### config.mk
export PLATFORM = sky130hd
export DESIGN_NAME = ddmtd_phase_core
export DESIGN_NICKNAME = d
export VERILOG_FILES = /design/src/rtl/ddmtd_phase_core.sv
export SDC_FILE = /design/constraint.sdc
export NUM_CORES = 1
export LEC_CHECK = 0
export ABC_AREA = 1
export CAP_MARGIN = 20
export CORE_AREA = 2 2 95 120
export DETAILED_ROUTE_END_ITERATION = 8
export DIE_AREA = 0 0 97 122
export GPL_ROUTABILITY_DRIVEN = 0
export PLACE_DENSITY = 0.69
export SLEW_MARGIN = 10
export SYNTH_ARGS = -nofsm -noshare
export SYNTH_HDL_FRONTEND = slang
export SYNTH_SLANG_ARGS = --single-unit
### constraint.sdc
create_clock -name clk -period 2.9 [get_ports clk]
set_input_delay 0.435 -clock clk [delete_from_list [all_inputs] [get_ports clk]]
set_output_delay 0.435 -clock clk [all_outputs]
set_load 0.01 [all_outputs]
### src/rtl/ddmtd_phase_core.sv
// DDMTD phase detector core: synchronises and deglitches two beat inputs, timestamps
// rising edges against a free-running counter and reports A->B phase and A->A period.
module ddmtd_phase_core #(
  parameter int CNT_W = 16,
  parameter int DG_W  = 4
) (
  input  logic             clk,
  input  logic             rst_n,
  input  logic             ena,
  input  logic             in_a,
  input  logic             in_b,
  input  logic [DG_W-1:0]  dg_thresh,
  input  logic             clr,
  input  logic             res_ready,
  output logic             res_valid,
  output logic [CNT_W-1:0] phase,
  output logic [CNT_W-1:0] period,
  output logic             overrun,
  output logic             timeout,
  output logic             busy
);

  localparam logic [1:0] IDLE    = 2'd0;
  localparam logic [1:0] ARM     = 2'd1;
  localparam logic [1:0] WAIT_B  = 2'd2;
  localparam logic [1:0] WAIT_A2 = 2'd3;

  logic [1:0]      raw;
  logic [1:0]      pulse;
  logic [DG_W-1:0] thr;

  assign raw = {in_b, in_a};
  assign thr = (dg_thresh == '0) ? DG_W'(1) : dg_thresh;

  // Channel 0 is A, channel 1 is B; identical paths keep the latency equal on both.
  genvar gi;
  generate
    for (gi = 0; gi < 2; gi++) begin : g_ch
      logic            sync1_reg;
      logic            sync2_reg;
      logic            st_reg;
      logic            rise_reg;
      logic [DG_W-1:0] dc_reg;
      logic            dc_hit;

      assign dc_hit = (({1'b0, dc_reg} + (DG_W+1)'(1)) == {1'b0, thr});

      always_ff @(posedge clk or negedge rst_n) begin
        if (!rst_n) begin
          sync1_reg <= 1'b0;
          sync2_reg <= 1'b0;
          st_reg    <= 1'b0;
          rise_reg  <= 1'b0;
          dc_reg    <= '0;
        end else begin
          sync1_reg <= raw[gi];
          sync2_reg <= sync1_reg;
          rise_reg  <= 1'b0;
          if (sync2_reg == st_reg) begin
            dc_reg <= '0;
          end else if (dc_hit) begin
            st_reg   <= sync2_reg;
            rise_reg <= sync2_reg;
            dc_reg   <= '0;
          end else begin
            dc_reg <= dc_reg + 1'b1;
          end
        end
      end

      assign pulse[gi] = rise_reg;
    end
  endgenerate

  logic [1:0]       state_reg, state_next;
  logic [CNT_W-1:0] ts_reg;
  logic [CNT_W-1:0] ta_reg, ta_next;
  logic [CNT_W-1:0] ph_acc_reg, ph_acc_next;
  logic [CNT_W-1:0] phase_reg, phase_next;
  logic [CNT_W-1:0] period_reg, period_next;
  logic             valid_reg, valid_next;
  logic             overrun_reg, overrun_next;
  logic             timeout_reg, timeout_next;
  logic [CNT_W-1:0] elapsed;
  logic             at_limit;
  logic             a_p, b_p;
  logic             done, load, set_ov, set_to;

  assign a_p      = pulse[0];
  assign b_p      = pulse[1];
  assign elapsed  = ts_reg - ta_reg;
  assign at_limit = (elapsed == '1);

  always_comb begin
    state_next  = state_reg;
    ta_next     = ta_reg;
    ph_acc_next = ph_acc_reg;
    done        = 1'b0;
    set_to      = 1'b0;
    if (!ena) begin
      state_next = IDLE;
    end else begin
      case (state_reg)
        IDLE: begin
          // Arming restarts the reference so the ARM watchdog counts from here.
          state_next = ARM;
          ta_next    = ts_reg;
        end
        ARM: begin
          if (a_p) begin
            ta_next = ts_reg;
            if (b_p) begin
              ph_acc_next = '0;
              state_next  = WAIT_A2;
            end else begin
              state_next = WAIT_B;
            end
          end else if (at_limit) begin
            set_to  = 1'b1;
            ta_next = ts_reg;
          end
        end
        WAIT_B: begin
          if (b_p) begin
            ph_acc_next = a_p ? '0 : elapsed;
            if (a_p) ta_next = ts_reg;
            state_next = WAIT_A2;
          end else if (a_p) begin
            ta_next = ts_reg;
          end else if (at_limit) begin
            set_to     = 1'b1;
            ta_next    = ts_reg;
            state_next = ARM;
          end
        end
        default: begin
          if (a_p) begin
            done       = 1'b1;
            ta_next    = ts_reg;
            state_next = WAIT_B;
          end else if (at_limit) begin
            set_to     = 1'b1;
            ta_next    = ts_reg;
            state_next = ARM;
          end
        end
      endcase
    end

    load         = done && (!valid_reg || res_ready);
    set_ov       = done && !load;
    valid_next   = load | (valid_reg & ~res_ready);
    phase_next   = load ? ph_acc_reg : phase_reg;
    period_next  = load ? elapsed : period_reg;
    // A new event outranks a clear arriving in the same cycle.
    overrun_next = set_ov | (overrun_reg & ~clr);
    timeout_next = set_to | (timeout_reg & ~clr);
  end

  always_ff @(posedge clk or negedge rst_n) begin
    if (!rst_n) begin
      state_reg   <= IDLE;
      ts_reg      <= '0;
      ta_reg      <= '0;
      ph_acc_reg  <= '0;
      phase_reg   <= '0;
      period_reg  <= '0;
      valid_reg   <= 1'b0;
      overrun_reg <= 1'b0;
      timeout_reg <= 1'b0;
    end else begin
      state_reg   <= state_next;
      ts_reg      <= ts_reg + 1'b1;
      ta_reg      <= ta_next;
      ph_acc_reg  <= ph_acc_next;
      phase_reg   <= phase_next;
      period_reg  <= period_next;
      valid_reg   <= valid_next;
      overrun_reg <= overrun_next;
      timeout_reg <= timeout_next;
    end
  end

  assign res_valid = valid_reg;
  assign phase     = phase_reg;
  assign period    = period_reg;
  assign overrun   = overrun_reg;
  assign timeout   = timeout_reg;
  assign busy      = (state_reg != IDLE);

endmodule
; ---- Word-level counts from Yosys, hierarchy flattened
; Cells that the tools add are included.
[op_classes]
add_sub_neg = 6
n_eq_ne = 13
mux = 35
n_bitwise = 10
reduce_logical = 15
[op_table]
columns = operator, count
row1 = 2-to-1 mux 16 bit, 8
row2 = one-hot mux 16 bit (2 select lines), 2
row3 = 2-to-1 mux 4 bit, 5
row4 = "adder 16 x 1 -> 16 bit, second input constant", 1
row5 = "== test 16 bit, second input constant", 1
row6 = subtractor 16 bit, 1
row7 = 2-to-1 mux 1 bit, 12
row8 = 2-to-1 mux 2 bit, 6
row9 = "adder 4 x 1 -> 5 bit, second input constant", 2
row10 = == test 5 x 4 -> 1 bit, 2
row11 = "adder 4 x 1 -> 4 bit, second input constant", 2
row12 = AND reduction 2 bit, 4
row13 = "inequality test 2 bit, second input constant", 3
row14 = "inequality test 3 bit, second input constant", 2
row15 = one-hot mux 2 bit (3 select lines), 1
row16 = AND reduction 5 bit, 1
row17 = logical NOT 4 bit, 1
row18 = "inequality test 4 bit, second input constant", 1
row19 = inverter 1 bit, 4
row20 = nonzero test 2 bit, 2
row21 = AND 1 bit, 3
row22 = OR 1 bit, 3
row23 = OR reduction 3 bit, 1
row24 = == test 1 bit, 2
row25 = other kinds (7), 9
[word_totals]
register_bits = 101
input_bits = 11
output_inout_bits = 36
elab_cells = 98

; ---- Depth between registers and ports, before layout
[depth]
word_depth = 8
mapped_depth = 21
mapped_depth_nobuf = 19

; ---- Worst setup path before layout
; OpenSTA, ideal clock, no wires.
[synth_path]
kind = register to register
start = reg ts_reg[0]
end = reg ta_reg[10]
setup_time_ns = 0.122
arrival_ns = 2.287
required_time_ns = 2.778
slack_ns = 0.491
path_stages_with_launch = 16
path_buffers = 1
period_less_slack_ns = 2.409
path_cell_list = dfrtp_1 > inv_1 > ha_1 > fa_1 > or2_0 > nor2_1 > nand3_1 > nor2_1 > nand3_1 > nor2_2 > nand3_2 > nand2_2 > buf_2 > nand2_1 > nand3_1 > a21oi_2
[synth_via]
elab_chain_len = 6
[synth_rtl]
columns = item, line_no
row1 = start: declaration, 76  ; logic [CNT_W-1:0] ts_reg;
row2 = start signal: assignment, 173  ; ts_reg <= ts_reg + 1'b1;
row3 = subtractor 16 bit (*), 91  ; assign elapsed = ts_reg - ta_reg;
row4 = == test 16 bit (*), 92  ; assign at_limit = (elapsed == '1);
row5 = 2-to-1 mux 16 bit (*) (2 in series), n/a
row6 = 2-to-1 mux 16 bit, n/a
row7 = one-hot mux 16 bit (2 select lines) (*), n/a
row8 = end signal: assignment, 174  ; ta_reg <= ta_next;
row9 = end: declaration, 77  ; logic [CNT_W-1:0] ta_reg, ta_next;
; Mark *: on every way between the ends. The rest lies on a longest branch, timed or not.
; A chain may end at the register's enable or synchronous reset.

; ---- Worst setup path in the final report
; Same ends and word-level chain as after synthesis.

==> results.json <==
{
  "status": "finished clean",
  "hold_path_class": "in2async",
  "ys_types": 36,
  "worst_ep_required_time_ns": 3.17,
  "grtUsageMet3": 0.0304,
  "drc": 0,
  "cts_max_level": 3,
  "ys_seq_area_frac": 0.465,
  "die_x_microns": 97,
  "wl_mm": 11.2,
  "most-common-layout-cells": "nand2_1 (141), inv_1 (102), dfrtp_1 (101)",
  "finalInstanceArea_sq_mm": 0.00639,
  "viasPerCell": 5.20,
  "path_delay_family": "simple AND/OR/NAND/NOR gates",
  "area_growth_pct": 17.5,
  "critical_path.slowest_cell": "fa_2",
  "finalSetupTns_ns": 0,
  "initial_core_util": 0.503,
  "worst_path_largest_cell_delay_ns": 0.45,
  "slew_viol_final": 0,
  "worstSetupEndpointType": "flop",
  "start_kind": "flop",
  "fillers": 956,
  "drt-wirelength-per-cell_microns": 13.0,
  "syn-cell-area_sq_mm": 0.00544,
  "hold-worst-slack_ns": 0.0964,
  "vias": 4459,
  "top_usage_layer": "met2",
  "cts-root-buf": "clkbuf_16",
  "grt_max_degree": 65,
  "final_util": 0.591,
  "fmax_mhz": 372,
  "cp_num_buf_inv": 2,
  "cp.arrival_ns": 2.96,
  "path_cells": "inv_1, ha_1, fa_2, or2_0, nor2_1, nand3_1, nor2_1, nand3_1, nor2_2, nand3_4, clkbuf_16, nand3_2, nand3_1, a21oi_2",
  "cp_common_cell": "nand3_1",
  "p_leak_nw": 3.20,
  "nNetsFinal": 749,
  "timing.final.hold_violations": 0,
  "ir_drop_mv": 0.366,
  "synth_top_area_frac": 0.465,
  "cts_hold_buf": 0,
  "setup_violations": 0,
  "firstDrtPassIters": 5,
  "syn_inst": 671,
  "worst_slack_ns": 0.213,
  "ys_ff_latch": 101,
  "antenna_found_initial": 0,
  "critPathMaxFanout": 9,
  "fin_crit_sh": 0.927,
  "avgSynthCellArea_sq_um": 8.11,
  "cts_made_buffers": 9,
  "yosys_warnings": 0,
  "cts_num_sinks": 101,
  "grt_overflow": 0,
  "drv_cap": 0,
  "grt_usage": 0.198,
  "coreArea_sq_mm": 0.0108,
  "period_needed_ns": 2.69,
  "place_area_sq_mm": 0.00603,
  "grt_pass1_wl_mm": 19.2,
  "layout_commonest_cell": "nand2_1",
  "synth_top_cells_by_area": "dfrtp_1 (46%), nand2_1 (9.7%), inv_1 (7.1%), nand3_1 (5.0%), ha_1 (4.4%)",
  "dieArea_sq_mm": 0.0118,
  "n_antenna_cell": 0,
  "syn_nets": 702,
  "clockBufferDepth": 2,
  "fin_skew_ns": 0.00300,
  "first_global_vias": 4399,
  "use_met1": 0.235,
  "post-dp-hpwl_mm": 8.01,
  "worstMarginPinSlew_ns": 0.611,
  "yosysTopAreaCell": "dfrtp_1",
  "clk_latency_ns": 0.34,
  "dp_slack_ns": 0.161,
  "antenna_left": 0,
  "tritoncts": "yes",
  "gr-usage-met2": 0.352,
  "drive_above_1_share": 0.0858,
  "path_clk_slew_ns": 0.06,
  "std_cell_rows": 43,
  "power_density_mw_per_mm2": 746,
  "io_buffer_count": 46,
  "die_y_microns": 122,
  "slew_headroom": 0.593,
  "drt_iter0_drc": 211,
  "critPathKind": "reg2reg",
  "io-pin-count": 47
}
worst reg2reg max path: stages, from the launching register on:
cell       delay (ns)
dfrtp_1          0.40
inv_1            0.14
ha_1             0.18
fa_2             0.45
or2_0            0.21
nor2_1           0.16
nand3_1          0.09
nor2_1           0.09
nand3_1          0.10
nor2_2           0.16
nand3_4          0.15
clkbuf_16        0.21
nand3_2          0.06
nand3_1          0.09
a21oi_2          0.14
cells in the mapped netlist:
cell      instances
nand2_2           6
o22ai_1          18
o21a_1            1
buf_6             3
buf_1             1
clkbuf_1         11
nor3_1           10
clkinv_1          2
o31ai_1           1
xnor2_1           6
o21bai_1          1
a21oi_2           7
ha_1             19
or2_0             1
buf_2             3
a211oi_4          1
xor2_1           24
nand4_1           5
nand3b_1          3
nand2_1         141
nand3_1          54
nand3_2          11
o21ai_1           1
buf_4             1
fa_1              1
a31o_2            1
a21oi_1          39
dfrtp_1         101
inv_2             4
or2_2             1
nor4_1            1
inv_1           103
a31oi_1           1
o21ai_0          36
nor2_1           50
nor2_2            2
layout make-up:
class                      count  area (sq um)  area share
multi-input combinational    442          2440       0.381
clock buffer                  13           260      0.0407
inverter                     109           409      0.0640
timing repair buffer          55           568      0.0889
clock inverter                 3          20.0     0.00313
tap                          135           169      0.0264
sequential                   101          2530       0.395
kinds of logic after synthesis:
group	count (synthesis)	synth area share
adder cells (fa/ha/maj)	20	0.0474
flip-flops	101	0.465
AND/OR/NAND/NOR	285	0.233
XOR/XNOR	30	0.0483
buffers and inverters	128	0.0938
AO/OA/AOI/OAI	107	0.112
what timing repair did:
item / 4_1_cts / 5_1_grt
setup endpoints to repair: 0 / 17
gates resized for setup: 0 / 11
buffers inserted: 0 / 1
path summary, 6_finish.rpt:
check / slack (ns) / end / depth (start not counted) / start
max reg2reg: 0.21 / ta_reg[10]$_DFFE_PN0P_ / 14 / ts_reg[0]$_DFF_PN0_
min in group clk: 0.35 / g_ch[1].sync2_reg$_DFF_PN0_ / 0 / g_ch[1].sync1_reg$_DFF_PN0_
min reg2reg: 0.35 / g_ch[1].sync2_reg$_DFF_PN0_ / 0 / g_ch[1].sync1_reg$_DFF_PN0_
min: 0.1 / phase[4]$_DFFE_PN0P_ / 1 / rst_n
max in group asynchronous: 2.10 / ta_reg[10]$_DFFE_PN0P_ / 2 / rst_n
max: 0.21 / ta_reg[10]$_DFFE_PN0P_ / 14 / ts_reg[0]$_DFF_PN0_
where the power goes:
part | internal, mW | switching [mW]
Sequential | 1.68 | 0.161
Clock | 0.628 | 0.500
Combinational | 0.714 | 1.09
Total | 3.02 | 1.75
metal layers:
metal  share of wire  vias up
met5               0        -
met4           0.019        0
met3           0.029       16
met2            0.51       81
met1            0.44     2115
li1                -     2247
metrics by stage:
stage / std cells / power, mW
floorplan: 671 / 3.15
global placement: 840 / 3.58
detailed placement: 840 / 3.64
CTS: 856 / 4.79
global route: 858 / 5.13
finish: 858 / 4.77
Note: power is estimated with default switching activity, not from simulation.
